### src/rtl/agg_rr_arbiter.sv
// agg_rr_arbiter: shares one aggregator sender port among NUM_SRC source FIFOs.
// A granted source keeps the port for exactly FETCH_WIDTH accepted beats, so
// every packed receiver word holds data from a single source. The arbiter then
// spends one IDLE cycle re-arbitrating in round-robin order from last+1.
//
// Optional feature, enabled by defining ARB_PRIO0_EN:
//   Source 0 becomes high priority and gains the extra output port prio_hit.
//   Priority grants alternate with round-robin grants among sources
//   1..NUM_SRC-1, which gives the grant order 0,1,0,2,0,3 when every source
//   requests. Source 0 is granted back-to-back only when no other source is
//   waiting. A source-0 burst leaves the round-robin pointer unchanged.
//   With the macro undefined the block is a plain round-robin arbiter with no
//   prio_hit port.

module agg_rr_arbiter #(
  parameter int DATA_WIDTH  = 8,
  parameter int FETCH_WIDTH = 2,
  parameter int NUM_SRC     = 4,
  parameter int ID_WIDTH    = $clog2(NUM_SRC)
) (
  input  logic                          clk,
  input  logic                          rst_n,
  input  logic [NUM_SRC*DATA_WIDTH-1:0] src_data,
  input  logic [NUM_SRC-1:0]            src_empty_n,
  output logic [NUM_SRC-1:0]            src_deq,
  output logic [DATA_WIDTH-1:0]         agg_data,
  output logic                          agg_empty_n,
  input  logic                          agg_deq,
  output logic                          grant_valid,
  output logic [ID_WIDTH-1:0]           grant_id,
  output logic                          burst_done
`ifdef ARB_PRIO0_EN
  ,
  output logic                          prio_hit
`endif
);

  localparam int CNT_W = (FETCH_WIDTH > 1) ? $clog2(FETCH_WIDTH) : 1;
  localparam logic [CNT_W-1:0] CNT_LAST = CNT_W'(FETCH_WIDTH - 1);
  localparam logic [ID_WIDTH-1:0] LAST_RST = ID_WIDTH'(NUM_SRC - 1);

`ifdef ARB_PRIO0_EN
  // Source 0 is served through the priority path, so round-robin skips it.
  localparam bit RR_SKIP0 = 1'b1;
`else
  localparam bit RR_SKIP0 = 1'b0;
`endif

  typedef enum logic {
    S_IDLE  = 1'b0,
    S_BURST = 1'b1
  } state_t;

  state_t              state_q, state_d;
  logic [ID_WIDTH-1:0] grant_id_q, grant_id_d;
  logic [CNT_W-1:0]    cnt_q, cnt_d;
  logic [ID_WIDTH-1:0] last_q, last_d;

`ifdef ARB_PRIO0_EN
  logic prio_q, prio_d;            // current burst was a priority grant
  logic prev_prio_q, prev_prio_d;  // previous burst was a priority grant
  logic sel_prio;
`endif

  logic                  rr_found;
  logic [ID_WIDTH-1:0]   rr_id;
  logic                  sel_found;
  logic [ID_WIDTH-1:0]   sel_id;
  logic [DATA_WIDTH-1:0] gnt_data;
  logic                  gnt_req;
  logic                  in_burst;
  logic                  accept;
  logic                  final_beat;

  // Round-robin search: the first requester at last+1, last+2, ... mod NUM_SRC.
  always_comb begin
    int                  idx;
    logic [ID_WIDTH-1:0] cand;
    // NOTE: every combinational output gets a default before any branch, so no
    // path leaves it unassigned and no latch is inferred.
    rr_found = 1'b0;
    rr_id    = '0;
    idx      = 0;
    cand     = '0;
    for (int k = 1; k <= NUM_SRC; k++) begin
      idx  = (int'(last_q) + k) % NUM_SRC;
      cand = ID_WIDTH'(idx);
      if (!rr_found && src_empty_n[cand] && ((cand != '0) || !RR_SKIP0)) begin
        rr_found = 1'b1;
        rr_id    = cand;
      end
    end
  end

  // Final selection for the next grant, with the optional source-0 priority.
  always_comb begin
`ifdef ARB_PRIO0_EN
    sel_prio  = src_empty_n[0] && (!prev_prio_q || !rr_found);
    sel_found = sel_prio || rr_found;
    sel_id    = sel_prio ? '0 : rr_id;
`else
    sel_found = rr_found;
    sel_id    = rr_id;
`endif
  end

  // Mux the data word and not-empty flag of the granted source.
  always_comb begin
    gnt_data = '0;
    gnt_req  = 1'b0;
    for (int s = 0; s < NUM_SRC; s++) begin
      if (grant_id_q == ID_WIDTH'(s)) begin
        gnt_data = src_data[s*DATA_WIDTH +: DATA_WIDTH];
        gnt_req  = src_empty_n[s];
      end
    end
  end

  // Handshake decode. An agg_deq seen while the granted FIFO is empty is ignored.
  always_comb begin
    in_burst   = (state_q == S_BURST);
    accept     = in_burst && agg_deq && gnt_req;
    final_beat = accept && (cnt_q == CNT_LAST);
  end

  // Drive the aggregator side and the per-source dequeue strobes.
  always_comb begin
    agg_data    = in_burst ? gnt_data : '0;
    agg_empty_n = in_burst && gnt_req;
    grant_valid = in_burst;
    grant_id    = grant_id_q;
    burst_done  = final_beat;
    src_deq     = '0;
    for (int s = 0; s < NUM_SRC; s++) begin
      src_deq[s] = accept && (grant_id_q == ID_WIDTH'(s));
    end
`ifdef ARB_PRIO0_EN
    prio_hit = prio_q;
`endif
  end

  // Next-state logic: grant in IDLE, then count FETCH_WIDTH accepted beats.
  always_comb begin
    state_d    = state_q;
    grant_id_d = grant_id_q;
    cnt_d      = cnt_q;
    last_d     = last_q;
`ifdef ARB_PRIO0_EN
    prio_d      = prio_q;
    prev_prio_d = prev_prio_q;
`endif
    unique case (state_q)
      S_IDLE: begin
        if (sel_found) begin
          state_d    = S_BURST;
          grant_id_d = sel_id;
          cnt_d      = '0;
`ifdef ARB_PRIO0_EN
          prio_d     = sel_prio;
`endif
        end
      end
      S_BURST: begin
        if (final_beat) begin
          state_d = S_IDLE;
          cnt_d   = '0;
`ifdef ARB_PRIO0_EN
          // A priority burst leaves the round-robin pointer untouched.
          if (!prio_q) begin
            last_d = grant_id_q;
          end
          prev_prio_d = prio_q;
          prio_d      = 1'b0;
`else
          last_d = grant_id_q;
`endif
        end else if (accept) begin
          cnt_d = cnt_q + 1'b1;
        end
      end
      default: state_d = S_IDLE;
    endcase
  end

  // State registers; an asynchronous reset abandons any partial burst.
  always_ff @(posedge clk or negedge rst_n) begin
    if (!rst_n) begin
      // NOTE: sequential state uses non-blocking assignments so every register
      // samples pre-edge values regardless of process evaluation order.
      state_q    <= S_IDLE;
      grant_id_q <= '0;
      cnt_q      <= '0;
      last_q     <= LAST_RST;
`ifdef ARB_PRIO0_EN
      prio_q      <= 1'b0;
      prev_prio_q <= 1'b0;
`endif
    end else begin
      state_q    <= state_d;
      grant_id_q <= grant_id_d;
      cnt_q      <= cnt_d;
      last_q     <= last_d;
`ifdef ARB_PRIO0_EN
      prio_q      <= prio_d;
      prev_prio_q <= prev_prio_d;
`endif
    end
  end

endmodule

### config.mk
export PLATFORM = sky130hd
export DESIGN_NAME = agg_rr_arbiter
export DESIGN_NICKNAME = d
export VERILOG_FILES = /design/src/rtl/agg_rr_arbiter.sv
export SDC_FILE = /design/constraint.sdc
export NUM_CORES = 1
export LEC_CHECK = 0
export BUFFER_PORTS_ARGS = -buffer_cell sky130_fd_sc_hd__buf_4
export CAP_MARGIN = 15
export CORE_UTILIZATION = 38
export DETAILED_ROUTE_END_ITERATION = 10
export PLACE_DENSITY = 0.78
export SKIP_CTS_REPAIR_TIMING = 1
export SLEW_MARGIN = 20
export SYNTH_ARGS = -nofsm -noshare
export SYNTH_HDL_FRONTEND = slang
export SYNTH_SLANG_ARGS = --single-unit
### constraint.sdc
create_clock -name clk -period 2.1 [get_ports clk]
set_input_delay 0.21 -clock clk [delete_from_list [all_inputs] [get_ports clk]]
set_output_delay 0.21 -clock clk [all_outputs]
set_load 0.02 [all_outputs]
==> key figures <==
Clock tree
  • CTS buffer count: 3
  • Clock transition at path regs: 0.04 ns
  • Clk sinks: 6
  • Max Root-Sink Buffers: 2
  • TritonCTS clock tree: built
  • CTS Root Cell: clkbuf_4
  • Worst-Skew Late Latency: 0.24 ns
  • H-Tree Depth: 1

Logic synthesis
  • Netlist Area Pre-Place: 694 sq um
  • Post-Syn Instances: 70
  • Register area share after synthesis: 0.220
  • Synth Warn #: 0
  • Synthesized flop and latch total: 6
  • Mapped Nets: 109
  • Avg Synthesized Cell Area: 9.92 sq um
  • Yosys cell types: 28

Global routing
  • Initial antenna violation count: 0
  • Overflow after GRT: 0
  • First-pass GRT wire length: 3210 um
  • Maximum number of pins on one net before global-route repair: 18
  • Vias in the first global route: 713
  • Overall routing resource usage: 0.222

Final layout
  • Number of fill cells: 149
  • Synthesis-to-layout area growth: 67.6%
  • Fin cells: 152
  • Layout cell share with drive strength beyond 1: 0.575
  • Post-layout util: 0.674
  • ANT cells: 0
  • Layout Nets: 168

Drt
  • Residual DRC: 0
  • DRT iter0 DRCs: 18
  • Vias per inst: 5.38
  • Wirelength, routed: 2140 um
  • Via count: 817
  • 1st-pass router iterations: 4
  • Antenna viol nets, final: 0
  • Avg WL per Cell: 14.1 um

Timing
  • Final Setup Violations: 0
  • Fin. Hold Viols: 0
  • Crit share post-route: 0.910
  • Setup TNS: 0 ns
  • Worst slew pin tran: 0.784 ns
  • Fin worst setup slack: 0.189 ns
  • Achievable Freq: 523 MHz
  • Slew Limit Fails: 0
  • Final setup skew: 0.00468 ns
  • Min Tclk post-route: 1.91 ns
  • Relative slew slack: 0.473
  • RSZ-0062 raised after global routing: false

Floorplan
  • # IOs: 56
  • Chip Width: 44.8 um
  • Die area: 2000 sq um
  • FP Rows: 15
  • Die Ht: 44.8 um
  • CORE AREA: 1730 sq um
  • Initial core utilization: 0.402

Run
  • Max_cap viols: 0

Placement
  • GP Congestion: 0.839
  • I/O Buffers: 55
  • Inst Count DP: 148
  • Dpl ws: 0.332 ns
  • DP HPWL: 1730 um

Critical path
  • Worst Path Required: 1.89 ns
  • Arrival @ worst endpoint: 1.70 ns
  • Crit Path Class: register to output port
  • Worst r2r src: grant_id[1]
  • Crit path launch type: register
  • RR Endpoint: last_q[0]
  • CP Capture Type: output port
  • Reg2Reg Depth: 3
  • R2R setup slack: 0.50 ns
  • CP max FO: 8

Min path
  • Hold crit path type: primary input to register
  • Min-Delay Startpoint: src_empty_n[2]
  • Hold EP: grant_id[0]
  • Hold Path Cell Cnt: 4

Power and ir drop
  • Worst vdd ir: 0.696 mV
  • Lkg Pwr: 0.573 nW
  • Power per Cell Area: 1170 nW/um^2

Run status
  • Status: complete, no violations
how the worst max path moves through the flow:
| stage | start | end | slack, ns | cells past startpoint |
|---|---|---|---|---|
| global route | grant_id[0] | agg_data[6] | 0.1 | 4 |
| detailed placement | grant_id[0] | agg_data[6] | 0.33 | 4 |
| floorplan | grant_valid | src_deq[0] | 0.33 | 3 |
| CTS | grant_id[0] | agg_data[6] | 0.06 | 4 |
| global placement | grant_id[0] | agg_data[6] | 0.38 | 4 |
| finish | grant_id[0] | agg_data[6] | 0.19 | 4 |
worst max-delay path, stage by stage, from the launching register on:
cell     delay, ns
dfrtp_2       0.45
buf_4         0.20
mux4_2        0.49
and2_1        0.17
buf_4         0.15
layout make-up:
cell class | count | area, sq um | share of cell area
Multi-Input combinational cell | 56 | 499 | 0.429
Timing Repair Buffer | 59 | 445 | 0.383
Sequential cell | 6 | 154 | 0.132
Inverter | 3 | 11.3 | 0.00968
Tap cell | 25 | 31.3 | 0.0269
Clock buffer | 3 | 22.5 | 0.0194
routing by layer:
layer	up-vias	wire (um)	global-route usage
met5	-	0	0
met4	0	31	0.0909
met3	6	254	0.0560
met2	48	1050	0.379
met1	382	800	0.265
li1	381	-	-
power breakdown:
group / internal (mW) / leakage (nW) / switching [mW] / total [mW]
combinational: 0.532 / 0.494 / 0.440 / 0.972
clock: 0.0644 / 0.0138 / 0.0384 / 0.103
sequential: 0.183 / 0.0653 / 0.108 / 0.291
total: 0.779 / 0.573 / 0.586 / 1.37
state kept, by name, indices dropped and copies added (netlist names):
register and count:
last_q 2, grant_id 2, grant_valid 1, cnt_q 1
cell families (layout without fill, tap and decap cells):
family / count (synthesis) / after routing / share of synthesized area
AO/OA/AOI/OAI: 12 / 12 / 0.103
XOR/XNOR: 1 / 1 / 0.0126
buffers and inverters: 8 / 65 / 0.0613
flip-flops: 6 / 6 / 0.220
multiplexers: 13 / 13 / 0.368
AND/OR/NAND/NOR: 30 / 30 / 0.236
synthesized netlist by cell type:
cell      instances  area, sq um
mux4_2            7          158
and2_1            9         56.3
o41ai_1           1         8.76
a31oi_1           1         6.26
nor2_1            5         18.8
mux2_4            1         15.0
mux4_1            2         52.6
nor3_1            1         5.00
buf_4             1         7.51
inv_1             3         11.3
o21ai_1           1         5.00
xor2_1            1         8.76
nor4_1            1         6.26
nand2b_1          3         18.8
nand4_2           1         12.5
o21ai_0           3         15.0
nand2_1           6         22.5
dfrtp_1           4          100
nand3_1           3         15.0
a21oi_1           4         20.0
dfstp_2           2         52.6
clkbuf_1          2         7.51
a221oi_1          1         8.76
mux2i_1           3         30.0
nor4b_1           1         8.76
a22oi_1           1         7.51
buf_2             1         5.00
buf_6             1         11.3
through the flow:
step	hold WS, ns	power (mW)	instance area [sq um]
after CTS	-0.245	1.37	1150
after floorplan	-0.0856	0.924	694
after detailed placement	0.0199	1.26	1130
final	0.284	1.37	1160
after global routing	0.289	1.47	1160
after global placement	0.0180	1.24	1130
placed cells by master, fill, tap and decap left out:
cell            n
inv_1           3
buf_4          58
nor2_1          5
o21ai_0         3
nand2b_1        3
dlygate4sd3_1   1
clkbuf_4        3
mux2_4          1
a21oi_1         4
mux2i_1         3
nor4_1          1
nand3_1         3
mux4_1          2
o21ai_1         1
dfrtp_1         3
nor3_1          1
dfstp_2         2
and2_1          9
o41ai_1         1
dfrtp_2         1
a31oi_1         1
nand4_2         1
nand2_1         6
a22oi_1         1
xor2_1          1
mux4_2          7
nor4b_1         1
a221oi_1        1
(Power assumes the default switching activity.)
